<file path="src/rtl/dct_pkg.sv">
// Shared definitions for the 8-point 1-D DCT sequencing controller:
// FSM state encoding, transform size and index width.
package dct_pkg;

   localparam int DCT_PTS   = 8;
   localparam int DCT_IDX_W = 3;
   localparam int DCT_N     = 16;

   typedef enum logic [1:0] {
      ST_IDLE   = 2'd0,
      ST_LOAD   = 2'd1,
      ST_SETTLE = 2'd2,
      ST_DRAIN  = 2'd3
   } dct_state_e;

   function automatic logic is_last(input logic [DCT_IDX_W-1:0] idx);
      return idx == DCT_IDX_W'(DCT_PTS - 1);
   endfunction

endpackage

</file>
<file path="src/rtl/dct1d_seq_obuf.sv">
// One-entry registered valid/ready output stage holding {data, idx, last}.
// Contents hold stable while valid is high and the consumer stalls.
module dct1d_seq_obuf
   import dct_pkg::*;
#(
   parameter int N = DCT_N
) (
   input  logic                 clk,
   input  logic                 rst,
   input  logic                 i_clr,
   input  logic                 i_load,
   input  logic [N-1:0]         i_data,
   input  logic [DCT_IDX_W-1:0] i_idx,
   input  logic                 i_ready,
   output logic                 o_valid,
   output logic [N-1:0]         o_data,
   output logic [DCT_IDX_W-1:0] o_idx,
   output logic                 o_last
);

   always_ff @(posedge clk or posedge rst) begin
      if (rst) begin
         o_valid <= 1'b0;
         o_data  <= '0;
         o_idx   <= '0;
         o_last  <= 1'b0;
      end else if (i_clr) begin
         o_valid <= 1'b0;
      end else if (i_load) begin
         o_valid <= 1'b1;
         o_data  <= i_data;
         o_idx   <= i_idx;
         o_last  <= is_last(i_idx);
      end else if (i_ready) begin
         // Beat consumed with nothing new to replace it.
         o_valid <= 1'b0;
      end
   end

endmodule

</file>
<file path="src/rtl/dct1d_seq.sv">
// Sequencer for the 8-point 1-D DCT engine: loads 8 samples, waits for the
// combinational tree to settle, drains 8 coefficients. Optional block counter
// enabled by DCT1D_SEQ_BLKCNT_EN.
module dct1d_seq
   import dct_pkg::*;
#(
   parameter int N          = DCT_N,
   parameter int SETTLE_CYC = 2
) (
   input  logic                 clk,
   input  logic                 reset,
   input  logic                 abort,
   input  logic                 s_valid,
   output logic                 s_ready,
   input  logic [N-1:0]         s_data,
   output logic                 eng_wr,
   output logic [DCT_IDX_W-1:0] eng_add,
   output logic [N-1:0]         eng_data,
   output logic                 eng_oe,
   output logic [DCT_IDX_W-1:0] eng_sel,
   input  logic [N-1:0]         eng_coef,
   output logic                 m_valid,
   input  logic                 m_ready,
   output logic [N-1:0]         m_data,
   output logic [DCT_IDX_W-1:0] m_idx,
   output logic                 m_last,
   output logic                 busy
`ifdef DCT1D_SEQ_BLKCNT_EN
   ,
   output logic [15:0]          blk_cnt
`endif
);

   localparam logic [3:0] SETTLE_LAST = 4'(SETTLE_CYC - 1);

   dct_state_e r_state;
   logic [3:0] r_wr_cnt;
   logic [3:0] r_settle_cnt;
   logic [3:0] r_rd_idx;

   logic w_wr;
   logic w_take;
   logic w_done;

   assign s_ready  = ((r_state == ST_IDLE) || (r_state == ST_LOAD)) && !abort;
   assign w_wr     = s_valid && s_ready;
   assign eng_wr   = w_wr;
   assign eng_add  = r_wr_cnt[2:0];
   assign eng_data = w_wr ? s_data : '0;
   assign eng_oe   = (r_state == ST_DRAIN);
   assign eng_sel  = r_rd_idx[2:0];
   assign busy     = (r_state != ST_IDLE);

   // rd_idx==8 means all eight coefficients have been issued to the output stage.
   assign w_take = eng_oe && !r_rd_idx[3] && (!m_valid || m_ready);
   assign w_done = eng_oe &&  r_rd_idx[3] && m_valid && m_ready;

   always_ff @(posedge clk or posedge reset) begin
      if (reset) begin
         r_state      <= ST_IDLE;
         r_wr_cnt     <= '0;
         r_settle_cnt <= '0;
         r_rd_idx     <= '0;
      end else if (abort) begin
         r_state      <= ST_IDLE;
         r_wr_cnt     <= '0;
         r_settle_cnt <= '0;
         r_rd_idx     <= '0;
      end else begin
         case (r_state)
            ST_IDLE: begin
               if (w_wr) begin
                  r_state  <= ST_LOAD;
                  r_wr_cnt <= 4'd1;
               end
            end
            ST_LOAD: begin
               if (w_wr) begin
                  r_wr_cnt <= r_wr_cnt + 4'd1;
                  if (r_wr_cnt == 4'd7) begin
                     r_state      <= ST_SETTLE;
                     r_settle_cnt <= '0;
                  end
               end
            end
            ST_SETTLE: begin
               if (r_settle_cnt == SETTLE_LAST) begin
                  r_state  <= ST_DRAIN;
                  r_rd_idx <= '0;
               end else begin
                  r_settle_cnt <= r_settle_cnt + 4'd1;
               end
            end
            ST_DRAIN: begin
               if (w_take) r_rd_idx <= r_rd_idx + 4'd1;
               if (w_done) begin
                  r_state  <= ST_IDLE;
                  r_wr_cnt <= '0;
                  r_rd_idx <= '0;
               end
            end
            default: r_state <= ST_IDLE;
         endcase
      end
   end

   dct1d_seq_obuf #(.N(N)) u_obuf (
      .clk     (clk),
      .rst     (reset),
      .i_clr   (abort),
      .i_load  (w_take && !abort),
      .i_data  (eng_coef),
      .i_idx   (r_rd_idx[2:0]),
      .i_ready (m_ready),
      .o_valid (m_valid),
      .o_data  (m_data),
      .o_idx   (m_idx),
      .o_last  (m_last)
   );

`ifdef DCT1D_SEQ_BLKCNT_EN
   // Survives abort on purpose: counts only completed blocks since reset.
   always_ff @(posedge clk or posedge reset) begin
      if (reset)                blk_cnt <= '0;
      else if (w_done && !abort) blk_cnt <= blk_cnt + 16'd1;
   end
`endif

endmodule

</file>
<file path="config.mk">
export PLATFORM = sky130hd
export DESIGN_NAME = dct1d_seq
export DESIGN_NICKNAME = d
export VERILOG_FILES = /design/src/rtl/dct_pkg.sv /design/src/rtl/dct1d_seq_obuf.sv /design/src/rtl/dct1d_seq.sv
export SDC_FILE = /design/constraint.sdc
export NUM_CORES = 1
export LEC_CHECK = 0
export CAP_MARGIN = 10
export CORE_MARGIN = 4
export CORE_UTILIZATION = 50
export DETAILED_ROUTE_END_ITERATION = 10
export DONT_BUFFER_PORTS = 1
export HOLD_SLACK_MARGIN = 0.08
export SYNTH_ARGS = -nofsm -noshare
export SYNTH_HDL_FRONTEND = slang
export SYNTH_HIERARCHICAL = 1
export SYNTH_SLANG_ARGS = --single-unit
</file>
<file path="constraint.sdc">
create_clock -name clk -period 2.4 [get_ports clk]
set_input_delay 0.48 -clock clk [delete_from_list [all_inputs] [get_ports clk]]
set_output_delay 0.48 -clock clk [all_outputs]
set_load 0.02 [all_outputs]
</file>
---- Word-level counts from Yosys, hierarchy flattened ----
Cells that the tools add are included.
storage, ports and cells
  output and inout port bits .............. 47
  register bits after elaboration ......... 35
  bits of input ports ..................... 37
operators by class
  reduce and logical (&&, ||, !) cells .... 24
  bitwise gates (word level) .............. 1
  eq/ne operators ......................... 13
  add/subtract/negate cells ............... 3
  multiplexer cells ....................... 26
operators with widths
  operator               number
  $mux W4                12
  $mux W16               1
  $pmux W4 S2            2
  $add A4 B1 Y4 const B  3
  $mux W2                6
  $ne A3 B3 Y1 const B   4
  $pmux W4 S3            1
  $reduce_bool A3 Y1     3
  $logic_and A1 B1 Y1    8
  $pmux W2 S4            1
  $reduce_and A4 Y1      2
  $ne A3 B2 Y1 const B   2
  $reduce_and A5 Y1      1
  $eq A2 B2 Y1 const B   2
  $eq A4 B1 Y1 const B   1
  $eq A4 B3 Y1 const B   1
  $ne A4 B2 Y1 const B   1
  $reduce_bool A4 Y1     1
  $eq A3 B3 Y1 const B   1
  $logic_not A1 Y1       3
  $mux W1                3
  $reduce_and A3 Y1      1
  $eq A2 B1 Y1 const B   1
  $logic_not A2 Y1       1
  4 further kinds        5

---- Depth between registers and ports, before layout ----
  depth after elaboration ................. 7
  gate-level depth with buffers ........... 6

---- Modules after synthesis ----
The synthesis kept the hierarchy.
by module, submodules not included
  module          sequential area each (µm²)  cells an instance  instances  area each (µm²)
  dct1d_seq       350.3                       138                1          1198.6
  dct1d_seq_obuf  525.5                       49                 1          887.1

---- Worst setup path after synthesis ----
No wires, ideal clock.
  kind .................................... flip-flop to flip-flop
  start ................................... register r_state[1]
  end ..................................... register u_obuf.o_data[0]
  period minus slack after synthesis ...... 2071 ps
  buffers on the path ..................... 1
  library setup time ...................... 125 ps
  arrival time ............................ 1946 ps
  path slack .............................. 329 ps
  cell stages (with the launch flop) ...... 7
  cells stage by stage .................... dfrtp_1 ha_1 or2b_4 nor3_1 nor2b_4 buf_6 mux2_4
on the way
  cells in the longest elaborated chain, start to end .. 5
ends and longest elaborated chain
  element                             RTL line              text
  start, declared                     dct1d_seq.sv:36       dct_state_e r_state;
  start signal, assigned              dct1d_seq.sv:60       r_state <= ST_IDLE;
  start signal, assigned              dct1d_seq.sv:65       r_state <= ST_IDLE;
  start signal, assigned              dct1d_seq.sv:73       r_state <= ST_LOAD;
  $eq A2 B2 Y1                        dct1d_seq.sv:50       assign eng_oe = (r_state == ST_DRAIN);
  named net eng_oe                    dct1d_seq.sv:19       output logic eng_oe,
  $logic_and A1 B1 Y1 (2 in a row)    dct1d_seq.sv:55       assign w_take = eng_oe && !r_rd_idx[3] && (!m_valid || m_ready);
  $logic_and A1 B1 Y1                 dct1d_seq.sv:111      .i_load (w_take && !abort),
  $reduce_and A2 Y1 (no source line)  -
  end signal, assigned                dct1d_seq_obuf.sv:31  o_data <= i_data;
  end, declared                       dct1d_seq_obuf.sv:16  output logic [N-1:0] o_data,
The timed path passes the listed nets, and every way through them passes these cells.
A chain may end at the register's enable or synchronous reset.

---- Worst setup path in the final report ----
  start ................................... register r_state[1]
  end ..................................... output port eng_data[5]
on the way
  cells in the longest elaborated chain, start to end .. 5
ends and longest elaborated chain
  element                                                  RTL line         text
  $eq A2 B1 Y1 / $logic_not A2 Y1 (equally long branches)  dct1d_seq.sv:45  assign s_ready = ((r_state == ST_IDLE) || (r_state == ST_LOAD)) && !abort;
  $logic_or A1 B1 Y1 (*)                                   dct1d_seq.sv:45
  $logic_and A1 B1 Y1 (*)                                  dct1d_seq.sv:45
  $logic_and A1 B1 Y1 (*)                                  dct1d_seq.sv:46  assign w_wr = s_valid && s_ready;
  $mux W16 (*)                                             dct1d_seq.sv:49  assign eng_data = w_wr ? s_data : '0;
  end, declared                                            dct1d_seq.sv:18  output logic [N-1:0] eng_data,
Every way passes the cells marked *; elsewhere a longest branch is shown, timed or not.

==> impl_metrics.ini <==
[routing]
drtAntennaViolNets = 0
wl_per_cell_um = 18.8
drt_iter0_drc = 31
wirelength_um = 4430
drc = 0
vias = 1367
viasPerCell = 5.79
dr.pass1.iters = 4

[clock_tree]
cts_buffer_depth = 2
cts_sinks = 35
cts_tree = yes
path_clk_slew_ns = 0.07
cts-resized-gates = 0
postCtsSetupRepairBufs = 0
cts_hold_buf = 0
clock_latency_ns = 0.28
cts-root-buf = clkbuf_8
cts.htree.levels = 2
numCtsBuffers = 5

[floorplan]
io_pins = 84
fp.dieW_um = 72.6
core-area_sq_um = 4030
start_util = 0.518
floorplan.rows = 23
die-area_sq_um = 5270
die-height_um = 72.6

[timing]
tns_ns = 0
clock.fmax_mhz = 446
drv_slew = 0
clock-skew-final_ns = 0.00645
setup_viol = 0
min_period_over_period = 0.934
slew_headroom = 0.498
worst_pin_slew_ns = 0.752
hold_viol_final = 0
fin_crit_ns = 2.24
rsz0062_at_grt = no

[hold_path]
hp-class = in2async

[layout]
syn_to_final_growth_pct = 5.82
layout.nets = 230
post-route-util = 0.548
diodes = 0
drive_gt1_frac = 0.215

[critical_path]
cp_slowest_stage_delay_ns = 0.44
start_kind = flop
required_ns = 1.92
cp.arrival_ns = 1.76
criticalPathCategory = reg2out
cp-end-kind = primary output
crit_family = simple AND/OR/NAND/NOR gates
crit_path_max_fanout = 17
crit_buf_inv = 0
crit_top_cell = and2b_1
crit_slowest_cell = dfrtp_1
crit_chain = and2b_1, and2b_1, and2_1

[synthesis]
ys.flop_type = dfrtp_1
synth_area_leaders = dfrtp_1 (42%), mux2_4 (14%), and2_1 (4.8%)
yosysMostFrequentCell = dfrtp_1
synth_area_leader_cell = dfrtp_1
synthArstFlopShare = 1.00
yosys_warnings = 6
synth_seq_area_share = 0.420
synth_top_area_share = 0.420
ys_ff_latch = 35
synth_edf_count = 0
syn_area_sq_um = 2090
syn_inst = 187
netlist_top_cells_count = dfrtp_1 (35), mux2_4 (20), and2_1 (16)
syn_nets = 232
synth_cell_types = 46
syn_area_per_cell_sq_um = 11.2

[run]
maxCapViolations = 0

[place]
finalWeightedCongestion = 0.852
io_buffer_count = 0
hpwl_um = 3370

[grt]
grt_pass1_wl_um = 7250
antenna_found_initial = 0
grt_overflow = 0
grt_pass1_vias = 1445
track_usage = 0.174
grt_max_degree = 22

[pwr]
finalPower_uw = 2180
power_density_nw_per_um2 = 987
vdd_ir_drop_max_mv = 0.478
p_leak_uw = 0.00101

[run_status]
status = finished clean
## layout make-up
class	count	area, sq um
repair buffers	3	35.0
flip-flops and latches	35	876
clock buffers	6	82.6
clock inverters	2	35.0
inverters	10	37.5
well taps	50	62.6
fillers	372	1820
multi-input cells	130	1080
## power breakdown
group	internal, uW	switching, uW
clock	336	206
sequential	749	316
combinational	295	276
## sequential cells by signal, indices dropped and copies added, names as in the netlist
register,flops
r_rd_idx,4
r_settle_cnt,4
r_state,2
r_wr_cnt,4
u_obuf/o_data,16
u_obuf/o_idx,3
u_obuf/o_last,1
u_obuf/o_valid,1
## layout by cell type (no fill, tap or decap), drive strengths merged, types with 2 or more instances in the layout
master	n
or2b	2
nand2	4
dfrtp	35
ha	8
nand3	5
nor3b	2
nor3	3
or3b	3
nand2b	7
buf	3
clkbuf	6
nand4b	2
and2	16
or2	2
and2b	2
a21oi	2
nor2b	7
nor4	2
nor2	6
mux2	20
o31ai	5
o22ai	2
inv	10
a211o	2
o21ai	14
## through the flow
stage          hold WS [ns]  setup slack [ns]  std cells  instance area [sq um]
6_report              0.132             0.158        236                   2210
5_1_grt               0.178            0.0421        236                   2210
4_1_cts               0.155             0.166        236                   2210
3_5_place_dp          0.466             0.435        228                   2090
3_3_place_gp          0.459             0.495        228                   2090
2_1_floorplan         0.369             0.329        187                   2090
## logic make-up after synthesis
kind of cell,after synthesis,share of synthesized area
and+or+nand+nor,67,0.208
DFF,35,0.420
AOI/OAI and AO/OA,34,0.112
buffers and inverters,22,0.0630
muxes,21,0.149
adders and majority gates,8,0.0480
## layer usage
layer | global-route usage | vias up | routed length (um)
met3 | 0.0758 | 4 | 477
met2 | 0.266 | 58 | 2100
met4 | 0.0430 | 0 | 27
met1 | 0.226 | 657 | 1820
met5 | 0 | - | 0
li1 | - | 648 | -
## worst paths after layout
kind | from | endpoint | slack (ns) | cells past startpoint
max reg2reg | r_state[1] | u_obuf/o_data[14] | 0.43 | 6
min | reset | r_settle_cnt[1] | 0.13 | 1
min reg2reg | r_settle_cnt[2] | r_settle_cnt[2] | 0.55 | 1
max in group asynchronous | reset | u_obuf/o_data[8] | 1.71 | 1
max | r_state[1] | eng_data[5] | 0.16 | 3
min in group clk | abort | u_obuf/o_valid | 0.26 | 1
No activity file was read; power rests on OpenSTA's default activity.
